$ cat src/rtl/nar_mac_predictor.sv
// nar_mac_predictor: fixed-point autoregressive predictor core.
// One shared MAC walks TAPS history terms, then rounds and saturates.
module nar_mac_predictor #(
    parameter int N    = 8,
    parameter int Q    = 7,
    parameter int TAPS = 4,
    parameter int AW   = 3
) (
    input  logic                clk,
    input  logic                rst,
    input  logic                enable,
    input  logic signed [N-1:0] x_in,
    input  logic                x_ready,
    input  logic                coef_we,
    input  logic [AW-1:0]       coef_addr,
    input  logic signed [N-1:0] coef_data,
    output logic signed [N-1:0] y_out,
    output logic                out_ready,
    output logic                busy
);

    localparam int ACCW = 2*N + AW + 1;
    localparam logic [ACCW:0] HALF =
        (ACCW+1)'(1 << (Q-1));
    localparam logic signed [ACCW:0] YMAX =
        (ACCW+1)'((1 << (N-1)) - 1);
    localparam logic signed [ACCW:0] YMIN = ~YMAX;

    typedef enum logic [1:0] {
        S_IDLE,
        S_MAC,
        S_OUT
    } state_t;

    state_t state_q, state_d;

    logic signed [N-1:0]    hist_q [TAPS];
    logic signed [N-1:0]    hist_d [TAPS];
    logic signed [N-1:0]    coef_q [TAPS];
    logic signed [N-1:0]    coef_d [TAPS];
    logic signed [N-1:0]    bias_q, bias_d;
    logic signed [ACCW-1:0] acc_q, acc_d;
    logic [AW-1:0]          idx_q, idx_d;
    logic signed [N-1:0]    y_q, y_d;
    logic                   rdy_q, rdy_d;

    logic signed [N-1:0]    tap_h, tap_c;
    logic signed [2*N-1:0]  prod;
    logic signed [ACCW:0]   rnd, shf;
    logic signed [N-1:0]    y_sat;

    // select the current tap without indexing past the array end
    always_comb begin
        tap_h = '0;
        tap_c = '0;
        for (int i = 0; i < TAPS; i++) begin
            if (idx_q == AW'(i)) begin
                tap_h = hist_q[i];
                tap_c = coef_q[i];
            end
        end
    end

    assign prod = tap_h * tap_c;

    // round half up, arithmetic shift, then clamp to Q(N,Q)
    always_comb begin
        rnd = {acc_q[ACCW-1], acc_q} + HALF;
        shf = rnd >>> Q;
        if (shf > YMAX) begin
            y_sat = YMAX[N-1:0];
        end else if (shf < YMIN) begin
            y_sat = YMIN[N-1:0];
        end else begin
            y_sat = shf[N-1:0];
        end
    end

    // next state, datapath updates and coefficient writes
    always_comb begin
        state_d = state_q;
        hist_d  = hist_q;
        coef_d  = coef_q;
        bias_d  = bias_q;
        acc_d   = acc_q;
        idx_d   = idx_q;
        y_d     = y_q;
        rdy_d   = 1'b0;
        if (enable) begin
            case (state_q)
                S_IDLE: begin
                    if (coef_we) begin
                        for (int i = 0; i < TAPS; i++) begin
                            if (coef_addr == AW'(i)) begin
                                coef_d[i] = coef_data;
                            end
                        end
                        if (coef_addr == AW'(TAPS)) begin
                            bias_d = coef_data;
                        end
                    end
                    if (x_ready) begin
                        hist_d[0] = x_in;
                        for (int i = 1; i < TAPS; i++) begin
                            hist_d[i] = hist_q[i-1];
                        end
                        acc_d = {{(ACCW-N){bias_q[N-1]}},
                                 bias_q} << Q;
                        idx_d   = '0;
                        state_d = S_MAC;
                    end
                end
                S_MAC: begin
                    acc_d = acc_q +
                        {{(ACCW-2*N){prod[2*N-1]}}, prod};
                    if (idx_q == AW'(TAPS-1)) begin
                        state_d = S_OUT;
                    end else begin
                        idx_d = idx_q + AW'(1);
                    end
                end
                S_OUT: begin
                    y_d     = y_sat;
                    rdy_d   = 1'b1;
                    state_d = S_IDLE;
                end
                default: begin
                    state_d = S_IDLE;
                end
            endcase
        end
    end

    // FSM state register
    always_ff @(posedge clk or negedge rst) begin
        if (!rst) begin
            state_q <= S_IDLE;
        end else begin
            state_q <= state_d;
        end
    end

    // datapath registers
    always_ff @(posedge clk or negedge rst) begin
        if (!rst) begin
            for (int i = 0; i < TAPS; i++) begin
                hist_q[i] <= '0;
                coef_q[i] <= '0;
            end
            bias_q <= '0;
            acc_q  <= '0;
            idx_q  <= '0;
            y_q    <= '0;
            rdy_q  <= 1'b0;
        end else begin
            hist_q <= hist_d;
            coef_q <= coef_d;
            bias_q <= bias_d;
            acc_q  <= acc_d;
            idx_q  <= idx_d;
            y_q    <= y_d;
            rdy_q  <= rdy_d;
        end
    end

    assign y_out     = y_q;
    assign out_ready = rdy_q;
    assign busy      = (state_q != S_IDLE);

endmodule

$ cat config.mk
export PLATFORM = sky130hd
export DESIGN_NAME = nar_mac_predictor
export DESIGN_NICKNAME = d
export VERILOG_FILES = /design/src/rtl/nar_mac_predictor.sv
export SDC_FILE = /design/constraint.sdc
export NUM_CORES = 1
export LEC_CHECK = 0
export ABC_AREA = 1
export CAP_MARGIN = 20
export CORE_UTILIZATION = 53
export DETAILED_ROUTE_END_ITERATION = 6
export PLACE_DENSITY = 0.73
export SYNTH_ARGS = -nofsm -noshare
export SYNTH_HDL_FRONTEND = slang
export SYNTH_SLANG_ARGS = --single-unit
$ cat constraint.sdc
create_clock -name clk -period 6.1 [get_ports clk]
set_input_delay 1.525 -clock clk [delete_from_list [all_inputs] [get_ports clk]]
set_output_delay 1.525 -clock clk [all_outputs]
set_load 0.01 [all_outputs]
### After elaboration in Yosys (flattened, before gate mapping)

Index checks and enable logic that the tools add are counted.

| operators by class | value |
|---|---|
| add/sub/neg operators | 3 |
| $mul | 1 |
| order comparisons | 2 |
| equal/unequal tests | 12 |
| multiplexer cells | 20 |
| reductions and logical operators | 15 |

Operators by type and width:

| cell | number |
|---|---|
| 2-to-1 mux 8 bit | 10 |
| case mux 20 bit (2 select lines) | 1 |
| AND reduction 4 bit | 6 |
| adder 20 x 8 -> 21 bit (second input constant) | 1 |
| adder 20 bit | 1 |
| 2-to-1 mux 20 bit | 1 |
| multiplier 8 x 8 -> 16 bit | 1 |
| > comparator 14 x 8 -> 1 bit (second input constant) | 1 |
| less-than comparator 14 x 8 -> 1 bit (second input constant) | 1 |
| equality test 3 x 2 -> 1 bit (second input constant) | 4 |
| AND reduction 3 bit | 3 |
| equality test 3 x 1 -> 1 bit (second input constant) | 2 |
| zero test 3 bit | 2 |
| 2-to-1 mux 3 bit | 2 |
| != test 2 bit (second input constant) | 3 |
| case mux 3 bit (2 select lines) | 1 |
| 2-to-1 mux 2 bit | 2 |
| case mux 2 bit (2 select lines) | 1 |
| nonzero test 2 bit | 2 |
| adder 3 x 1 -> 3 bit (second input constant) | 1 |
| equality test 3 bit (second input constant) | 1 |
| equality test 2 x 1 -> 1 bit (second input constant) | 1 |
| equality test 2 bit (second input constant) | 1 |
| zero test 2 bit | 1 |
| other kinds (2) | 3 |

| storage, ports and cells | value |
|---|---|
| register bits after elaboration | 106 |
| bits of input ports | 24 |
| output and inout port bits | 10 |
| logic and storage cells | 67 |

### Longest topological paths before layout

Gate-level depths: netlist of the first run.

| depth | value |
|---|---|
| depth after elaboration | 8 |
| gate-level depth with buffers | 40 |
| depth with buffers taken out | 39 |

### Worst setup path after synthesis of the first run

Ideal clock, no wire load.

| timing | value |
|---|---|
| path kind | register -> register |
| start | register idx_q[0] |
| end | register acc_q[19] |
| arrival time | 6060 ps |
| required time | 5981 ps |
| setup slack | -79 ps |
| stages on the path, launching flop included | 34 |
| path through | dfrtp_1 > ha_1 > ha_1 > buf_2 > inv_1 > clkbuf_1 > o21ai_0 > o21ai_2 > nand2_1 > fa_1 > fa_1 > inv_1 > fa_1 > inv_1 > fa_1 > inv_1 > ha_1 > a21oi_1 > nand2_1 > nand4_1 > nand3_1 > nand2_1 > nand2_1 > a21oi_1 > xnor2_1 > ha_1 > a21oi_1 > o21ai_0 > a21oi_1 > nand3_1 > inv_1 > nand3_1 > nand3_1 > nand2_1 |

| between the ends | value |
|---|---|
| longest elaborated chain between the ends | 8 |
| elaborated cells between the ends (all ways) | 15 |
| classes of those cells | add/sub (1); mul (1); eq/ne (3); mux (9); reduce/logical (1) |

RTL lines:

| item | line | RTL |
|---|---|---|
| from (decl) | 43 | `logic [AW-1:0] idx_q, idx_d;` |
| from (signal assigned) | 160 | `idx_q <= idx_d;` |
| zero test 3 bit | 57 | `if (idx_q == AW'(i)) begin` |
| 2-to-1 mux 8 bit (4 in a row) | 57 |  |
| multiplier 8 x 8 -> 16 bit (*) | 64 | `assign prod = tap_h * tap_c;` |
| adder 20 bit (*) | 114 | `acc_d = acc_q +` |
| case mux 20 bit (2 select lines) (*) | 90 | `case (state_q)` |
| to (signal assigned) | 151 | `acc_q <= '0;` |
| to (signal assigned) | 159 | `acc_q <= acc_d;` |
| to (decl) | 42 | `logic signed [ACCW-1:0] acc_q, acc_d;` |

Every way passes the cells marked *; elsewhere a longest branch is shown, timed or not.
A chain may end at the register's enable or synchronous reset.

### Worst setup path after layout of the first run

| timing | value |
|---|---|
| start | register idx_q[1] |
| end | register acc_q[19] |

The elaborated chain is that of the path after synthesis.

==> impl_metrics.env, run 1 <==
export IMPL_yosysMostFrequentCell="nand2_1"
export IMPL_port_buffers=33
export IMPL_yosysTopAreaCellShare_pct=29.7
export IMPL_initialDrtViolationCount=465
export IMPL_dieArea_um2=17400
export IMPL_synth_flop_cell="dfrtp_1"
export IMPL_fin_ws_ps=-145
export IMPL_rows=47
export IMPL_ys_types=43
export IMPL_drt_first_pass_iters=5
export IMPL_path_delay_family="adder cells"
export IMPL_drv_cap=0
export IMPL_synth_fp_nets=1343
export IMPL_die_height_um=132
export IMPL_synthTopCellsByArea="dfrtp_1 30%, nand2_1 15%, fa_1 13%"
export IMPL_critPathMaxStageDelay_ps=490
export IMPL_ant_nets=0
export IMPL_cts_inserted_buffers=9
export IMPL_wirelength_um=23700
export IMPL_syn_to_final_growth_pct=29.2
export IMPL_core_um2=16500
export IMPL_finalMaxSlewViolations=0
export IMPL_drive_gt1_share_pct=23.1
export IMPL_utilization_pct=69.8
export IMPL_async_flop_share_pct=100
export IMPL_first_global_vias=8155
export IMPL_slowest_stage="fa_1"
export IMPL_cts_hold_buf=0
export IMPL_synth_commonest_cells="350 x nand2_1, 234 x inv_1, 114 x o21ai_0"
export IMPL_yosysWarnings=0
export IMPL_hold_viol=0
export IMPL_cts_root_buf="clkbuf_16"
export IMPL_min_period_ps=6250
export IMPL_worstSkewPairLatency_ps=360
export IMPL_grt_pass1_wl_um=39300
export IMPL_synth_edf_count=0
export IMPL_tightest_slew_ps=907
export IMPL_cp_required_ps=6400
export IMPL_dp_slack_ps=-390
export IMPL_finalSetupViolCount=4
export IMPL_setup_tns_ps=-277
export IMPL_nFillCells=1293
export IMPL_antenna_found_initial=2
export IMPL_cp_arrival_ps=6540
export IMPL_grt_start_max_net_pins=68
export IMPL_via_per_inst=5.24
export IMPL_netlist_area_um2=8920
export IMPL_fmax_mhz=160
export IMPL_syn_area_per_cell_um2=7.40
export IMPL_start_util_pct=54.0
export IMPL_clockBufferDepth=2
export IMPL_nNetsFinal=1476
export IMPL_fin_crit_sh_pct=102
export IMPL_dp_hpwl_um=17300
export IMPL_slew_headroom_pct=39.5
export IMPL_end_kind="flip-flop"
export IMPL_htree_levels=3
export IMPL_hp_class="flip-flop to flip-flop"
export IMPL_clkTransAtPathRegs_ps=80
export IMPL_grt_overflow=0
export IMPL_cts_tree="yes"
export IMPL_status="finished, violations left"
export IMPL_grt_setup_unrepaired="yes"
export IMPL_drc=0
export IMPL_ys_seq_area_share_pct=29.7
export IMPL_gp_congestion=0.947
export IMPL_violations="setup timing"
export IMPL_io_pins=34
export IMPL_synthCells=1206
export IMPL_post_drt_wl_per_cell_um=15.1
export IMPL_detailroute_via_count=8201
export IMPL_cp_start_kind="flip-flop"
export IMPL_crit_fanout=6
export IMPL_die_width_um=132
export IMPL_synth_top_cell_by_area="dfrtp_1"
export IMPL_path_class="flip-flop to flip-flop"
export IMPL_crit_buf_inv=14
export IMPL_finalClockSkew_ps=13.0
export IMPL_grt_total_usage_pct=28.0
export IMPL_cp_common_cell="inv_2"
export IMPL_cts_sinks=106
export IMPL_ys_ff_latch=106
[stage by stage]
stage / cells / hold slack [ps] / instance area (um^2)
floorplan: 1206 / 448 / 8930
finish: 1565 / 484 / 11500
CTS: 1553 / 488 / 11000
global placement: 1525 / 461 / 10100
detailed placement: 1525 / 466 / 10100
global route: 1564 / 504 / 11500
[sequential cells by signal (all words and copies together) (netlist names)]
register   count
y_out          8
state_q        2
out_ready      1
hist_q        32
bias_q         8
idx_q          3
coef_q        32
acc_q         20
[repair_timing]
item / 4_1_cts / 5_1_grt
cloned: 2 / 0
setup buffers: 10 / 11
pin swaps: 64 / 57
setup endpoints to repair: 12 / 13
resized for setup: 122 / 110
[final timing paths]
check,from,endpoint,slack [ps],depth (start not counted)
min in group asynchronous,rst,y_out[6],1290,1
max reg2reg,idx_q[1],acc_q[19],-150,41
min,y_out[6],y_out[6],480,2
max in group asynchronous,rst,bias_q[7],3720,2
max,idx_q[1],acc_q[19],-150,41
min reg2reg,y_out[6],y_out[6],480,2
[layout by cell type, fill, tap and decap left out, types with 31 or more instances in the layout]
cell             netlist  routed
nor2_1                60      46
o21ai_0              114      87
fa_1                  56      55
buf_4                  0      92
inv_2                  7      31
ha_1                  57      35
inv_1                234     206
dfrtp_1              106     106
nand2_1              350     327
clkdlybuf4s50_1        0      32
[final cells by class]
cell class | instances | area (um^2) | area share [%]
Multi-Input combinational cell | 836 | 6100 | 52.9
Sequential cell | 106 | 2650 | 23.0
Timing Repair Buffer | 145 | 1270 | 11.1
Inverter | 241 | 915 | 7.93
Tap cell | 220 | 275 | 2.39
Clock buffer | 10 | 239 | 2.07
Clock inverter | 6 | 70.1 | 0.608
Antenna cell | 1 | 2.50 | 0.0217
[per-layer routing]
layer | track usage, % | routed length, um | vias to the layer above
met3 | 4.34 | 875 | 64
met1 | 35.6 | 10300 | 3902
li1 | - | - | 4033
met4 | 9.63 | 844 | 2
met5 | 0 | 17 | -
met2 | 48.6 | 11600 | 200
[worst register-to-register path, delay by kind of cell, from the launching register on]
| kind | cells | cell delay, ps |
|---|---|---|
| xor+xnor | 1 | 90 |
| buf+inv | 14 | 1080 |
| compound gates | 4 | 610 |
| simple gates | 15 | 1390 |
| flops | 1 | 420 |
| fa+ha+maj | 7 | 2600 |
[kinds of logic after synthesis]
logic type | share of synthesized area [%]
and+or+nand+nor | 22.8
AOI/OAI and AO/OA | 13.1
DFF | 29.7
buffers and inverters | 11.4
adders and majority gates | 20.6
xor gates and xnor gates | 2.36
Power of run 1 is not shown: default switching activity piles up to over one toggle a cycle in this logic, so the estimate is an artifact.
==> run 2, diff against run 1 <==
Settings changed: CORE_MARGIN from default to 1, SKIP_LAST_GASP from default to 1.
==> run 2 against run 1 <==
  * The run still ends with setup timing left
  * Die area stayed put
  * First-iteration DRC count is 1.5% higher
  * Cell count stayed put
  * Flip-flop and latch count stayed put
  * Highest routed layer unchanged
==> impl_metrics.env, run 2 (synthesis gave the netlist of run 1 again) <==
export IMPL_status="finished, violations left"
export IMPL_violations="setup timing"
export IMPL_top_regs="coef_q x32, hist_q x32, acc_q x20"
export IMPL_die_height_um=132
export IMPL_drc=0
export IMPL_slowest_stage="fa_1"
export IMPL_port_buffers=33
export IMPL_rows=47
export IMPL_syn_to_final_growth_pct=27.9
export IMPL_cts_root_buf="clkbuf_16"
export IMPL_finalSetupViolCount=4
export IMPL_cts_inserted_buffers=9
export IMPL_finalMaxSlewViolations=0
export IMPL_grt_pass1_wl_um=39300
export IMPL_crit_fanout=6
export IMPL_cts_sinks=106
export IMPL_reg2reg_slack_ps=-70
export IMPL_cts_hold_buf=0
export IMPL_critPathMaxStageDelay_ps=490
export IMPL_cp_common_cell="inv_2"
export IMPL_tightest_slew_ps=912
export IMPL_utilization_pct=69.0
export IMPL_drt_first_pass_iters=6
export IMPL_worstSkewPairLatency_ps=360
export IMPL_path_class="flip-flop to flip-flop"
export IMPL_clkTransAtPathRegs_ps=80
export IMPL_detailroute_via_count=8144
export IMPL_htree_levels=3
export IMPL_die_width_um=132
export IMPL_hold_viol=0
export IMPL_end_kind="flip-flop"
export IMPL_min_to="y_out[6]"
export IMPL_first_global_vias=8155
export IMPL_cp_start_kind="flip-flop"
export IMPL_fin_crit_sh_pct=101
export IMPL_core_um2=16500
export IMPL_hp_start="y_out[6]"
export IMPL_r2r_end="acc_q[19]"
export IMPL_drv_cap=0
export IMPL_grt_total_usage_pct=28.0
export IMPL_mostFrequentLayoutCell="nand2_1"
export IMPL_whs_path_depth=2
export IMPL_worstReg2RegStart="idx_q[1]"
export IMPL_crit_buf_inv=14
export IMPL_start_util_pct=54.0
export IMPL_cp_arrival_ps=6470
export IMPL_clockBufferDepth=2
export IMPL_io_pins=34
export IMPL_antenna_found_initial=2
export IMPL_r2r_cells=41
export IMPL_path_delay_family="adder cells"
export IMPL_grt_start_max_net_pins=68
export IMPL_initialDrtViolationCount=472
export IMPL_cp_required_ps=6400
export IMPL_nNetsFinal=1476
export IMPL_hp_class="flip-flop to flip-flop"
export IMPL_dp_hpwl_um=17300
export IMPL_ant_nets=0
export IMPL_fmax_mhz=162
export IMPL_setup_tns_ps=-169
export IMPL_via_per_inst=5.20
export IMPL_grt_setup_unrepaired="yes"
export IMPL_wirelength_um=23600
export IMPL_grt_overflow=0
export IMPL_dieArea_um2=17400
export IMPL_final_cell_mix="332 x nand2_1, 210 x inv_1, 106 x dfrtp_1, 95 x buf_4, 92 x o21ai_0"
export IMPL_finalClockSkew_ps=14.1
export IMPL_post_drt_wl_per_cell_um=15.1
export IMPL_slew_headroom_pct=39.2
export IMPL_cts_tree="yes"
export IMPL_gp_congestion=0.947
export IMPL_fin_ws_ps=-70.3
export IMPL_min_period_ps=6170
export IMPL_drive_gt1_share_pct=21.7
run 2: changes by cell type in the layout (fill, tap and decap cells not counted), moves of 3 or more:
cell     change
inv_2        -3
buf_4        +3
nand2_4      -4
o21ai_0      +5
o21ai_1      -4
buf_6        -3
nand2_1      +5
inv_1        +4
run 2: what timing repair did:
action | 4_1_cts | 5_1_grt
endpoints found under the setup margin | 12 | 13
pin swaps | 64 | 55
gates cloned | 2 | 0
gates resized for setup | 122 | 75
buffers inserted | 10 | 11
run 2: how the worst max path moves through the flow:
stage | from | cells after the start | end | slack, ps
2_1_floorplan | idx_q[0] | 33 | acc_q[19] | 0.6
5_1_grt | idx_q[1] | 37 | acc_q[11] | -370
3_5_place_dp | idx_q[0] | 33 | acc_q[19] | -390
4_1_cts | idx_q[0] | 33 | acc_q[18] | 1
3_3_place_gp | idx_q[1] | 36 | acc_q[19] | -230
6_report | idx_q[1] | 41 | acc_q[19] | -70
run 2: per-layer routing:
metal | vias up | GRT usage (%) | part of all wire [%]
li1 | 4035 | - | -
met1 | 3856 | 35.6 | 44
met2 | 189 | 48.6 | 49
met3 | 62 | 4.34 | 3.3
met4 | 2 | 9.63 | 3.2
met5 | - | 0 | 0.072
run 2: area by class of cell:
class,count,area (um^2)
Clock inverter,6,70.1
Tap cell,220,275
Multi-Input combinational cell,836,5990
Antenna cell,1,2.50
Clock buffer,10,239
Sequential cell,106,2650
Timing Repair Buffer,145,1260
Inverter,241,912
Fill cell,1313,5120
run 2: worst reg2reg max path, delay by kind of cell (launching register included):
kind | cells | cell delay (ps)
fa+ha+maj | 7 | 2580
compound gates | 4 | 610
simple gates | 15 | 1340
buf+inv | 14 | 1110
xor+xnor | 1 | 90
flops | 1 | 410
run 2: through the flow:
step                hold slack (ps)  setup WS (ps)  cell area, um^2  instances
floorplan                       448          0.561             8930       1206
global placement                461           -228            10100       1525
detailed placement              466           -390            10100       1525
CTS                             488           1.22            11000       1553
global route                    504           -365            11400       1564
finish                          484          -70.3            11400       1565
Power of run 2 is left out for the same reason.
==> run 3, diff against run 2 <==
Settings changed: CTS_CLUSTER_SIZE from default to 12, TNS_END_PERCENT from default to 20.
==> run 3 against run 2 <==
  * The run still ends with setup timing left
  * Die area is the same
  * Hold slack improved by 1.5 ps
  * Flip-flop and latch count is the same
  * Via count is 1.4% lower
  * Critical path depth is 1 lower
  * First-iteration DRC count down 3.6%
  * Maximum frequency shrank 0.37%
  * Setup slack got worse by 23 ps
  * Sequential share of layout area grew 0.20 points
  * Utilization decreased by 0.58 points
==> impl_metrics.env, run 3 (synthesis gave the netlist of run 1 again) <==
export IMPL_status="finished, violations left"
export IMPL_violations="setup timing"
export IMPL_critPathMaxStageDelay_ps=540
export IMPL_nFillCells=1331
export IMPL_core_um2=16500
export IMPL_path_class="flip-flop to flip-flop"
export IMPL_finalClockSkew_ps=11.9
export IMPL_cts_tree="yes"
export IMPL_antenna_found_initial=0
export IMPL_htree_levels=3
export IMPL_slowest_stage="fa_1"
export IMPL_rows=47
export IMPL_grt_start_max_net_pins=68
export IMPL_drt_first_pass_iters=5
export IMPL_crit_fanout=7
export IMPL_tightest_slew_ps=909
export IMPL_first_global_vias=8135
export IMPL_cts_hold_buf=0
export IMPL_grt_setup_unrepaired="yes"
export IMPL_min_period_ps=6190
export IMPL_cts_inserted_buffers=9
export IMPL_syn_to_final_growth_pct=26.8
export IMPL_finalInstanceArea_um2=11300
export IMPL_cp_required_ps=6400
export IMPL_gp_congestion=0.947
export IMPL_grt_total_usage_pct=27.8
export IMPL_fin_crit_sh_pct=102
export IMPL_cp_start_kind="flip-flop"
export IMPL_via_per_inst=5.14
export IMPL_place_area_um2=10100
export IMPL_end_kind="flip-flop"
export IMPL_nNetsFinal=1472
export IMPL_final_cell_mix="334 x nand2_1, 211 x inv_1, 106 x dfrtp_1, 96 x o21ai_0, 90 x buf_4"
export IMPL_die_width_um=132
export IMPL_cp_arrival_ps=6490
export IMPL_ant_nets=0
export IMPL_stdcell_count=1561
export IMPL_drive_gt1_share_pct=20.3
export IMPL_top_regs="coef_q x32, hist_q x32, acc_q x20"
export IMPL_finalMaxSlewViolations=0
export IMPL_fmax_mhz=161
export IMPL_slew_headroom_pct=39.4
export IMPL_grt_pass1_wl_um=39000
export IMPL_finalSetupViolCount=10
export IMPL_port_buffers=33
export IMPL_cts_root_buf="clkbuf_16"
export IMPL_clockBufferDepth=2
export IMPL_hp_class="flip-flop to flip-flop"
export IMPL_multi_input_area_um2=5920
export IMPL_clkTransAtPathRegs_ps=80
export IMPL_setup_tns_ps=-436
export IMPL_post_drt_wl_per_cell_um=15.0
export IMPL_drc=0
export IMPL_drv_cap=0
export IMPL_worstSkewPairLatency_ps=360
export IMPL_start_util_pct=54.0
export IMPL_hold_viol=0
export IMPL_utilization_pct=68.4
export IMPL_fin_ws_ps=-93.1
export IMPL_cts_sinks=106
export IMPL_io_pins=34
export IMPL_dp_hpwl_um=17300
export IMPL_dieArea_um2=17400
export IMPL_wirelength_um=23400
export IMPL_detailroute_via_count=8026
export IMPL_seq_area_um2=2650
export IMPL_grt_overflow=0
export IMPL_die_height_um=132
export IMPL_dp_cells=1525
export IMPL_mostFrequentLayoutCell="nand2_1"
export IMPL_initialDrtViolationCount=455
## run 3: cell types whose count changed in the layout (fill, tap and decap cells not counted), moves of 3 or more
cell | before | now
buf_4 | 95 | 90
a21oi_1 | 26 | 30
ha_1 | 36 | 39
o21ai_1 | 26 | 23
ha_4 | 18 | 15
o21ai_0 | 92 | 96
nor2_1 | 48 | 53
o21ai_2 | 9 | 6
a21oi_2 | 11 | 7
nand2_2 | 21 | 18
nor2_2 | 15 | 12
## run 3: routing by layer
layer,global-route usage (%),vias up,part of all wire [%]
met4,9.17,0,2.7
li1,-,4011,-
met3,3.77,50,3.3
met1,35.4,3799,44
met5,0,-,0
met2,48.8,166,50
## run 3: metrics by stage
step                      setup WS, ps  hold WS [ps]
after global routing              -391           495
after CTS                        -11.8           488
after detailed placement          -390           466
final                            -93.1           485
after floorplan                  0.561           448
after global placement            -228           461
## run 3: critical path, delay by kind of cell (launching register included)
family | cells | cell delay, ps
AO/OA/AOI/OAI | 4 | 630
buffers and inverters | 12 | 1030
XOR/XNOR | 1 | 90
flip-flops | 1 | 420
AND/OR/NAND/NOR | 16 | 1450
adder cells (fa/ha/maj) | 7 | 2500
## run 3: worst paths after layout
check,start,to,slack [ps],depth (start not counted)
min reg2reg,y_out[6],y_out[6],490,2
max,idx_q[1],acc_q[19],-90,40
min in group asynchronous,rst,y_out[6],1270,1
max in group asynchronous,rst,bias_q[7],3710,2
min,y_out[6],y_out[6],490,2
max reg2reg,idx_q[1],acc_q[19],-90,40
## run 3: cell type report
type	count	area share [%]
antenna	1	0.0221
multi-input combinational	836	52.4
clock inverter	6	0.620
inverter	241	8.07
tap	220	2.43
clock buffer	10	2.11
timing repair buffer	141	10.9
sequential	106	23.5
## run 3: what timing repair did
item                       4_1_cts  5_1_grt
setup endpoints to repair       12       13
pin swaps                       60       53
cloned                           1        1
buffers inserted                10        7
gates resized for setup        113       64
Power of run 3 is left out for the same reason.
